[src/rtl/stepper_phase_decoder_pkg.sv]
// Shared definitions for the stepper coil decoder: coil one-hot constants
// (common with the sequencer), phase index type, FSM states and coil decode.
package stepper_phase_decoder_pkg;

    localparam logic [3:0] COIL_OFF = 4'b0000;
    localparam logic [3:0] COIL_PH0 = 4'b0001;
    localparam logic [3:0] COIL_PH1 = 4'b0010;
    localparam logic [3:0] COIL_PH2 = 4'b0100;
    localparam logic [3:0] COIL_PH3 = 4'b1000;

    typedef logic [1:0] phase_t;

    typedef enum logic {
        IDLE  = 1'b0,
        TRACK = 1'b1
    } state_t;

    // Classified coil value: off, a legal single phase, or neither (illegal).
    typedef struct packed {
        logic   off;
        logic   legal;
        phase_t phase;
    } coil_dec_t;

    function automatic coil_dec_t decode_coil(input logic [3:0] c);
        coil_dec_t d;
        d = '0;
        case (c)
            COIL_OFF: d.off = 1'b1;
            COIL_PH0: begin d.legal = 1'b1; d.phase = 2'd0; end
            COIL_PH1: begin d.legal = 1'b1; d.phase = 2'd1; end
            COIL_PH2: begin d.legal = 1'b1; d.phase = 2'd2; end
            COIL_PH3: begin d.legal = 1'b1; d.phase = 2'd3; end
            default:  d = '0;
        endcase
        return d;
    endfunction

    // Forward distance from old to new phase, modulo 4.
    function automatic phase_t phase_delta(input phase_t p_old, input phase_t p_new);
        return p_new - p_old;
    endfunction

endpackage

[src/rtl/stepper_phase_decoder_filter.sv]
// Coil glitch filter: a value must be sampled FILTER_CYCLES times in a row
// and differ from the previously accepted value to be accepted (one strobe).
module coil_glitch_filter #(
    parameter int WIDTH         = 4,
    parameter int FILTER_CYCLES = 4
) (
    input  logic             clk,
    input  logic             rst,
    input  logic [WIDTH-1:0] din,
    output logic [WIDTH-1:0] value,
    output logic             accept
);

    localparam int CW = (FILTER_CYCLES < 2) ? 1 : $clog2(FILTER_CYCLES + 1);
    localparam logic [CW-1:0] CNT_MAX = CW'(FILTER_CYCLES);
    localparam logic [CW-1:0] CNT_ONE = CW'(1);

    logic [WIDTH-1:0] din_r;
    logic [CW-1:0]    cnt;
    logic [CW-1:0]    cnt_d;
    logic             same;
    logic             hit;

    // Run-length count of identical samples; saturates so a run fires only once.
    always_comb begin
        same  = (din == din_r);
        cnt_d = CNT_ONE;
        if (same)
            cnt_d = (cnt == CNT_MAX) ? cnt : cnt + CNT_ONE;
        hit = (cnt_d == CNT_MAX) && !(same && cnt == CNT_MAX) && (din != value);
    end

    // Sample register, counter and accepted-value register.
    always_ff @(posedge clk) begin
        if (rst) begin
            din_r  <= '0;
            cnt    <= '0;
            value  <= '0;
            accept <= 1'b0;
        end else begin
            din_r  <= din;
            cnt    <= cnt_d;
            accept <= hit;
            if (hit)
                value <= din;
        end
    end

endmodule

[src/rtl/stepper_phase_decoder.sv]
// Stepper phase decoder: filters the coil lines and turns legal phase
// advances into step pulses, direction and a wrapping signed position.
module stepper_phase_decoder
    import stepper_phase_decoder_pkg::*;
#(
    parameter int POS_WIDTH     = 16,
    parameter int FILTER_CYCLES = 4
) (
    input  logic                 clk,
    input  logic                 rst,
    input  logic [3:0]           coil,
    input  logic                 clr,
    output logic                 step_pulse,
    output logic                 step_dir,
    output logic [POS_WIDTH-1:0] position,
    output logic                 energised,
    output logic                 err_skip,
    output logic                 err_illegal
);

    localparam logic [POS_WIDTH-1:0] POS_ONE = POS_WIDTH'(1);

    logic [3:0]           acc_value;
    logic                 acc_strobe;
    coil_dec_t            dec;
    phase_t               delta;

    state_t               state_q, state_d;
    phase_t               phase_q, phase_d;
    logic [POS_WIDTH-1:0] pos_d;
    logic                 dir_d, pulse_d, skip_d, ill_d;

    coil_glitch_filter #(
        .WIDTH         (4),
        .FILTER_CYCLES (FILTER_CYCLES)
    ) u_filter (
        .clk    (clk),
        .rst    (rst),
        .din    (coil),
        .value  (acc_value),
        .accept (acc_strobe)
    );

    assign dec       = decode_coil(acc_value);
    assign delta     = phase_delta(phase_q, dec.phase);
    assign energised = (state_q == TRACK);

    // Next state and outputs; clr zeroes position/flags before any accepted
    // event is applied so a same-cycle step lands at +/-1.
    always_comb begin
        state_d = state_q;
        phase_d = phase_q;
        dir_d   = step_dir;
        pulse_d = 1'b0;
        pos_d   = clr ? '0 : position;
        skip_d  = clr ? 1'b0 : err_skip;
        ill_d   = clr ? 1'b0 : err_illegal;
        if (acc_strobe) begin
            if (dec.off) begin
                state_d = IDLE;
            end else if (!dec.legal) begin
                ill_d = 1'b1;
            end else if (state_q == IDLE) begin
                state_d = TRACK;
                phase_d = dec.phase;
                if (dec.phase != 2'd0)
                    skip_d = 1'b1;
            end else begin
                phase_d = dec.phase;
                case (delta)
                    2'd1: begin
                        pulse_d = 1'b1;
                        dir_d   = 1'b1;
                        pos_d   = pos_d + POS_ONE;
                    end
                    2'd3: begin
                        pulse_d = 1'b1;
                        dir_d   = 1'b0;
                        pos_d   = pos_d - POS_ONE;
                    end
                    2'd2:    skip_d = 1'b1;
                    default: ;
                endcase
            end
        end
    end

    // State, phase and output registers.
    always_ff @(posedge clk) begin
        if (rst) begin
            state_q     <= IDLE;
            phase_q     <= 2'd0;
            step_pulse  <= 1'b0;
            step_dir    <= 1'b0;
            position    <= '0;
            err_skip    <= 1'b0;
            err_illegal <= 1'b0;
        end else begin
            state_q     <= state_d;
            phase_q     <= phase_d;
            step_pulse  <= pulse_d;
            step_dir    <= dir_d;
            position    <= pos_d;
            err_skip    <= skip_d;
            err_illegal <= ill_d;
        end
    end

endmodule

[config.mk]
export PLATFORM = sky130hd
export DESIGN_NAME = stepper_phase_decoder
export DESIGN_NICKNAME = d
export VERILOG_FILES = /design/src/rtl/stepper_phase_decoder_pkg.sv /design/src/rtl/stepper_phase_decoder_filter.sv /design/src/rtl/stepper_phase_decoder.sv
export SDC_FILE = /design/constraint.sdc
export NUM_CORES = 1
export LEC_CHECK = 0
export ABC_CLOCK_PERIOD_IN_PS = 8270
export CAP_MARGIN = 0
export CORE_MARGIN = 3
export CORE_UTILIZATION = 50
export CTS_BUF_LIST = sky130_fd_sc_hd__clkbuf_8
export DETAILED_ROUTE_END_ITERATION = 8
export PLACE_DENSITY = 0.72
export REMOVE_ABC_BUFFERS = 1
export SLEW_MARGIN = 20
export SYNTH_ARGS = -nofsm -noshare
export SYNTH_HDL_FRONTEND = slang
export SYNTH_HIERARCHICAL = 1
export SYNTH_SLANG_ARGS = --single-unit
[constraint.sdc]
create_clock -name clk -period 8.27 [get_ports clk]
set_input_delay 1.2405 -clock clk [delete_from_list [all_inputs] [get_ports clk]]
set_output_delay 1.2405 -clock clk [all_outputs]
set_load 0.05 [all_outputs]
Word level (Yosys, flattened, before mapping)
Cells that the tools add are included.
{"block": "totals", "ff_bits": 35, "inputBits": 7, "out_inout_bits": 21, "word_cells": 68}
{"block": "op_classes", "addsub": 4, "eq_ne": 11, "n_mux": 25, "n_bitwise": 4, "reduce_logical": 13}
{"cell": "16-bit 2-to-1 mux", "n": 5}
{"cell": "16-bit one-hot mux with 2 select lines", "n": 1}
{"cell": "16-bit by 1-bit adder with 16-bit output (second input constant)", "n": 1}
{"cell": "16-bit by 1-bit subtractor with 16-bit output (second input constant)", "n": 1}
{"cell": "1-bit 2-to-1 mux", "n": 15}
{"cell": "3-bit one-hot mux with 4 select lines", "n": 1}
{"cell": "3-bit == test (second input constant)", "n": 2}
{"cell": "3-bit 2-to-1 mux", "n": 2}
{"cell": "2-bit nonzero test", "n": 3}
{"cell": "5-bit AND reduction", "n": 1}
{"cell": "5-bit OR reduction", "n": 1}
{"cell": "2-bit == test (second input constant)", "n": 2}
{"cell": "4-bit by 1-bit == test with 1-bit output (second input constant)", "n": 1}
{"cell": "4-bit by 2-bit == test with 1-bit output (second input constant)", "n": 1}
{"cell": "4-bit by 3-bit == test with 1-bit output (second input constant)", "n": 1}
{"cell": "4-bit == test", "n": 1}
{"cell": "4-bit == test (second input constant)", "n": 1}
{"cell": "4-bit logical NOT", "n": 1}
{"cell": "4-bit != test", "n": 1}
{"cell": "1-bit inverter", "n": 4}
{"cell": "3-bit by 1-bit adder with 3-bit output (second input constant)", "n": 1}
{"cell": "1-bit logical AND", "n": 3}
{"cell": "3-bit AND reduction", "n": 1}
{"cell": "2-bit by 1-bit == test with 1-bit output (second input constant)", "n": 1}
{"cell": "5 further kinds", "n": 5}

Depth between registers and ports, before layout
{"block": "depth", "word_depth": 9, "depth_mapped": 15, "ltp_nobuf": 14}

Cells and area by module
Netlist, hierarchy kept.
{"module": "stepper_phase_decoder", "n_inst": 1, "cells_per_inst": 247, "area_per_inst_um2": 1951.9, "seq_area_each_um2": 460.4}
{"module": "coil_glitch_filter", "n_inst": 1, "cells_per_inst": 49, "area_per_inst_um2": 538.0, "seq_area_each_um2": 240.2}

Least setup slack after synthesis
Ideal clock, no wire load.
{"block": "synth_timing", "kind": "register to register", "start": "register u_filter.value[3]", "end": "register position[15]", "setup_ps": 123, "t_arrival_ps": 4017, "required_ps": 8147, "slack_ps": 4129, "path_stages_with_launch": 15, "n_path_buf": 1, "synth_period_minus_slack_ps": 4141, "cell_sequence": "dfxtp_1 > buf_2 > xnor2_1 > or3_1 > ha_1 > xnor2_1 > xnor2_2 > nor2_1 > ha_1 > and3_1 > and3_1 > or3_4 > a31oi_4 > mux2i_1 > mux2_1"}
{"block": "synth_between", "elab_chain_cells": 9, "word_cells_on_any_way": 15, "cone_classes": "add/sub: 1; eq/ne: 6; mux: 7; reduce/logical: 1"}
{"element": "start: declaration", "line_no": "stepper_phase_decoder_filter.sv:10", "source": "output logic [WIDTH-1:0] value,"}
{"element": "start signal: assignment", "line_no": "stepper_phase_decoder_filter.sv:45", "source": "value <= din;"}
{"element": "4-bit == test, or another cell as far along", "line_no": "stepper_phase_decoder_pkg.sv:28", "source": "case (c)"}
{"element": "3-bit one-hot mux with 4 select lines", "line_no": "stepper_phase_decoder_pkg.sv:28"}
{"element": "2-bit subtractor", "line_no": "stepper_phase_decoder_pkg.sv:41", "source": "return p_new - p_old;"}
{"element": "2-bit == test or 2-bit by 1-bit == test with 1-bit output (tied branches)", "line_no": "stepper_phase_decoder.sv:70", "source": "case (delta)"}
{"element": "16-bit one-hot mux with 2 select lines", "line_no": "stepper_phase_decoder.sv:70"}
{"element": "16-bit 2-to-1 mux", "line_no": "stepper_phase_decoder.sv:63", "source": "end else if (state_q == IDLE) begin"}
{"element": "16-bit 2-to-1 mux", "line_no": "stepper_phase_decoder.sv:61", "source": "end else if (!dec.legal) begin"}
{"element": "16-bit 2-to-1 mux (*)", "line_no": "stepper_phase_decoder.sv:59", "source": "if (dec.off) begin"}
{"element": "16-bit 2-to-1 mux (*)", "line_no": "stepper_phase_decoder.sv:58", "source": "if (acc_strobe) begin"}
{"element": "end signal: assignment", "line_no": "stepper_phase_decoder.sv:103", "source": "position <= pos_d;"}
{"element": "end: declaration", "line_no": "stepper_phase_decoder.sv:15", "source": "output logic [POS_WIDTH-1:0] position,"}
Every way passes the cells marked *; elsewhere a longest branch is shown, timed or not.
A chain may end at the register's enable or synchronous reset.

Final worst setup path
Ends and elaborated chain as after synthesis.

==> results.json <==
{
  "dieArea_um2": 5860,
  "ys.flop_type": "dfxtp_1",
  "timing.hold.ws_ns": 0.463,
  "crit_path_max_fanout": 15,
  "ant_nets": 0,
  "cts_buffer_depth": 2,
  "ys_warn_count": 6,
  "final_common_cell": "dfxtp_1",
  "seq_area_um2": 701,
  "slew_violations": 0,
  "irDropWorstVdd_mv": 0.105,
  "htreeDepth": 2,
  "place_hpwl_mm": 3.78,
  "start_util_pct": 52.4,
  "crit_chain": "xnor2_1, or3_1, ha_1, xnor2_1, xnor2_2, nor2_2, ha_1, and3_1, and3_1, or3_4, a31oi_4, mux2i_1, mux2_1",
  "wl_mm": 5.45,
  "num_vias": 2171,
  "tightest_slew_ns": 0.806,
  "cts-resized-gates": 0,
  "dr.pass1.iters": 4,
  "grt_usage_pct": 19.4,
  "cp.arrival_ns": 4.61,
  "routabilityCongestion": 0.874,
  "syn2layout_area_growth_pct": 17.4,
  "clkTransAtPathRegs_ns": 0.07,
  "p_leak_uw": 0.00119,
  "fp.dieH_um": 76.6,
  "cp_top_family": "simple AND/OR/NAND/NOR gates",
  "final-setup-viol-count": 0,
  "crit_slowest_cell": "dfxtp_1",
  "hold_viol_final": 0,
  "clockRootBuffer": "clkbuf_8",
  "cp_slowest_stage_delay_ns": 0.62,
  "syn_area_per_cell_um2": 8.41,
  "slew_headroom_pct": 46.1,
  "antenna_found_initial": 0,
  "diodes": 0,
  "syn_inst": 296,
  "synth-edff-count": 0,
  "skew_ns": 0.00406,
  "numClockSinks": 35,
  "fmax_mhz": 226,
  "cp.required_ns": 8.46,
  "post_cts.repair.setup_buffers": 0,
  "ctsHoldBuffers": 0,
  "crit_type": "reg2reg",
  "grt_pass1_vias": 2105,
  "min_period_ns": 4.42,
  "min_path_type": "reg2reg",
  "cts_inserted_buffers": 5,
  "ioPinCount": 28,
  "grt_pass1_wl_mm": 9.42,
  "period_share_pct": 53.5,
  "whs_path_depth": 2,
  "async_flop_share_pct": 0,
  "grt_overflow_total": 0,
  "seq_area_frac_synth_pct": 28.1,
  "power_density_nw_per_um2": 127,
  "syn-cell-area_um2": 2490,
  "reg2reg_depth": 13,
  "drc_errors": 0,
  "vias_per_cell": 5.61,
  "design.core.area_um2": 4750,
  "status": "complete, no violations",
  "layout.nets": 344,
  "grt_max_degree": 32,
  "path_depth": 13,
  "cts_tree": "built",
  "path_buf_inv": 0,
  "drive_gt1_share_pct": 8.75,
  "rsz0062_at_grt": "no",
  "port_buffers": 27,
  "tns_ns": 0,
  "fill_cells": 421,
  "clk_latency_ns": 0.29,
  "die_width_um": 76.6,
  "final_cell_mix": "dfxtp_1, a21oi_1, clkdlybuf4s50_1",
  "multi_input_comb_area_um2": 1680,
  "synth_seq_cells": 35,
  "drt_iter0_drc": 103,
  "fp-row-count": 25,
  "crit_path_end_kind": "flop",
  "worst_setup_path_start_kind": "flop",
  "wl_per_cell_um": 14.1,
  "cap_violations": 0,
  "synth_cell_types": 62
}
## power breakdown
group / internal, µW / total [µW] / switching, µW
Clock: 119 / 185 / 65.7
Combinational: 6.37 / 15.3 / 8.90
Sequential: 170 / 171 / 0.792
## metal layers
layer  GRT usage [%]  share of wire (%)  vias to the layer above
met1            23.7                 48                     1014
met4            7.43                1.4                        0
met2            33.6                 47                       31
met5               0                  0                        -
met3            3.78                2.9                        8
li1                -                  -                     1118
## tightest hold or removal path, delay by kind of cell (launching register included)
family,cells,cell delay (ns)
flip-flops,1,0.31
AND/OR/NAND/NOR,1,0.06
AO/OA/AOI/OAI,1,0.05
## Yosys cell counts, types with 7 or more instances
master   instances  area share [%]
dfxtp_1         35              28
a21oi_1         27             5.4
nand2_1         25             3.8
nor2b_1         24             6.0
ha_1            17             8.5
nor2_1          16             2.4
inv_1           10             1.5
xnor2_1         10             3.5
a21o_1           8             2.4
xor2_1           8             2.8
buf_2            7             1.4
nand3_1          7             1.4
nor3_1           7             1.4
o21ai_0          7             1.4
## state kept, by name, summed over array words and instances (netlist names), 2 cells and up
signal          flops
position           16
u_filter/din_r      4
u_filter/value      4
u_filter/cnt        3
phase_q             2
## final cells by class
cell class | count | share of cell area, %
multi-input combinational | 237 | 57.6
timing repair buffer | 28 | 9.50
inverter | 12 | 1.54
clock inverter | 3 | 2.18
tap | 67 | 2.87
sequential | 35 | 24.0
clock buffer | 5 | 2.35
## per-stage QoR
stage | cells | utilization [%] | cell area [µm²] | power, µW | setup WS, ns
floorplan | 284 | - | 2430 | 181 | 4.14
global placement | 379 | 58.6 | 2790 | 190 | 3.72
detailed placement | 379 | 58.6 | 2790 | 190 | 3.59
CTS | 387 | 61.4 | 2920 | 374 | 3.49
global route | 387 | 61.5 | 2920 | 383 | 3.38
finish | 387 | 61.5 | 2920 | 371 | 3.85
## logic make-up (layout without fill, tap and decap cells)
logic type               Yosys count  count (layout)  share of synthesized area (%)
AO/OA/AOI/OAI                     77              77                           21.3
XOR/XNOR                          19              19                           6.99
adder cells (fa/ha/maj)           18              18                           9.35
buffers and inverters             24              48                           4.37
flip-flops                        35              35                           28.1
multiplexers                       8               8                           3.52
AND/OR/NAND/NOR                  115             115                           26.3
## final timing paths
kind	from	endpoint	slack [ns]
worst max-delay path	u_filter/value[3]	position[15]	3.85
worst min-delay path	err_illegal	err_illegal	0.46
worst max register to register	u_filter/value[3]	position[15]	3.85
worst min register to register	err_illegal	err_illegal	0.46
No activity file was read; power rests on OpenSTA's default activity.
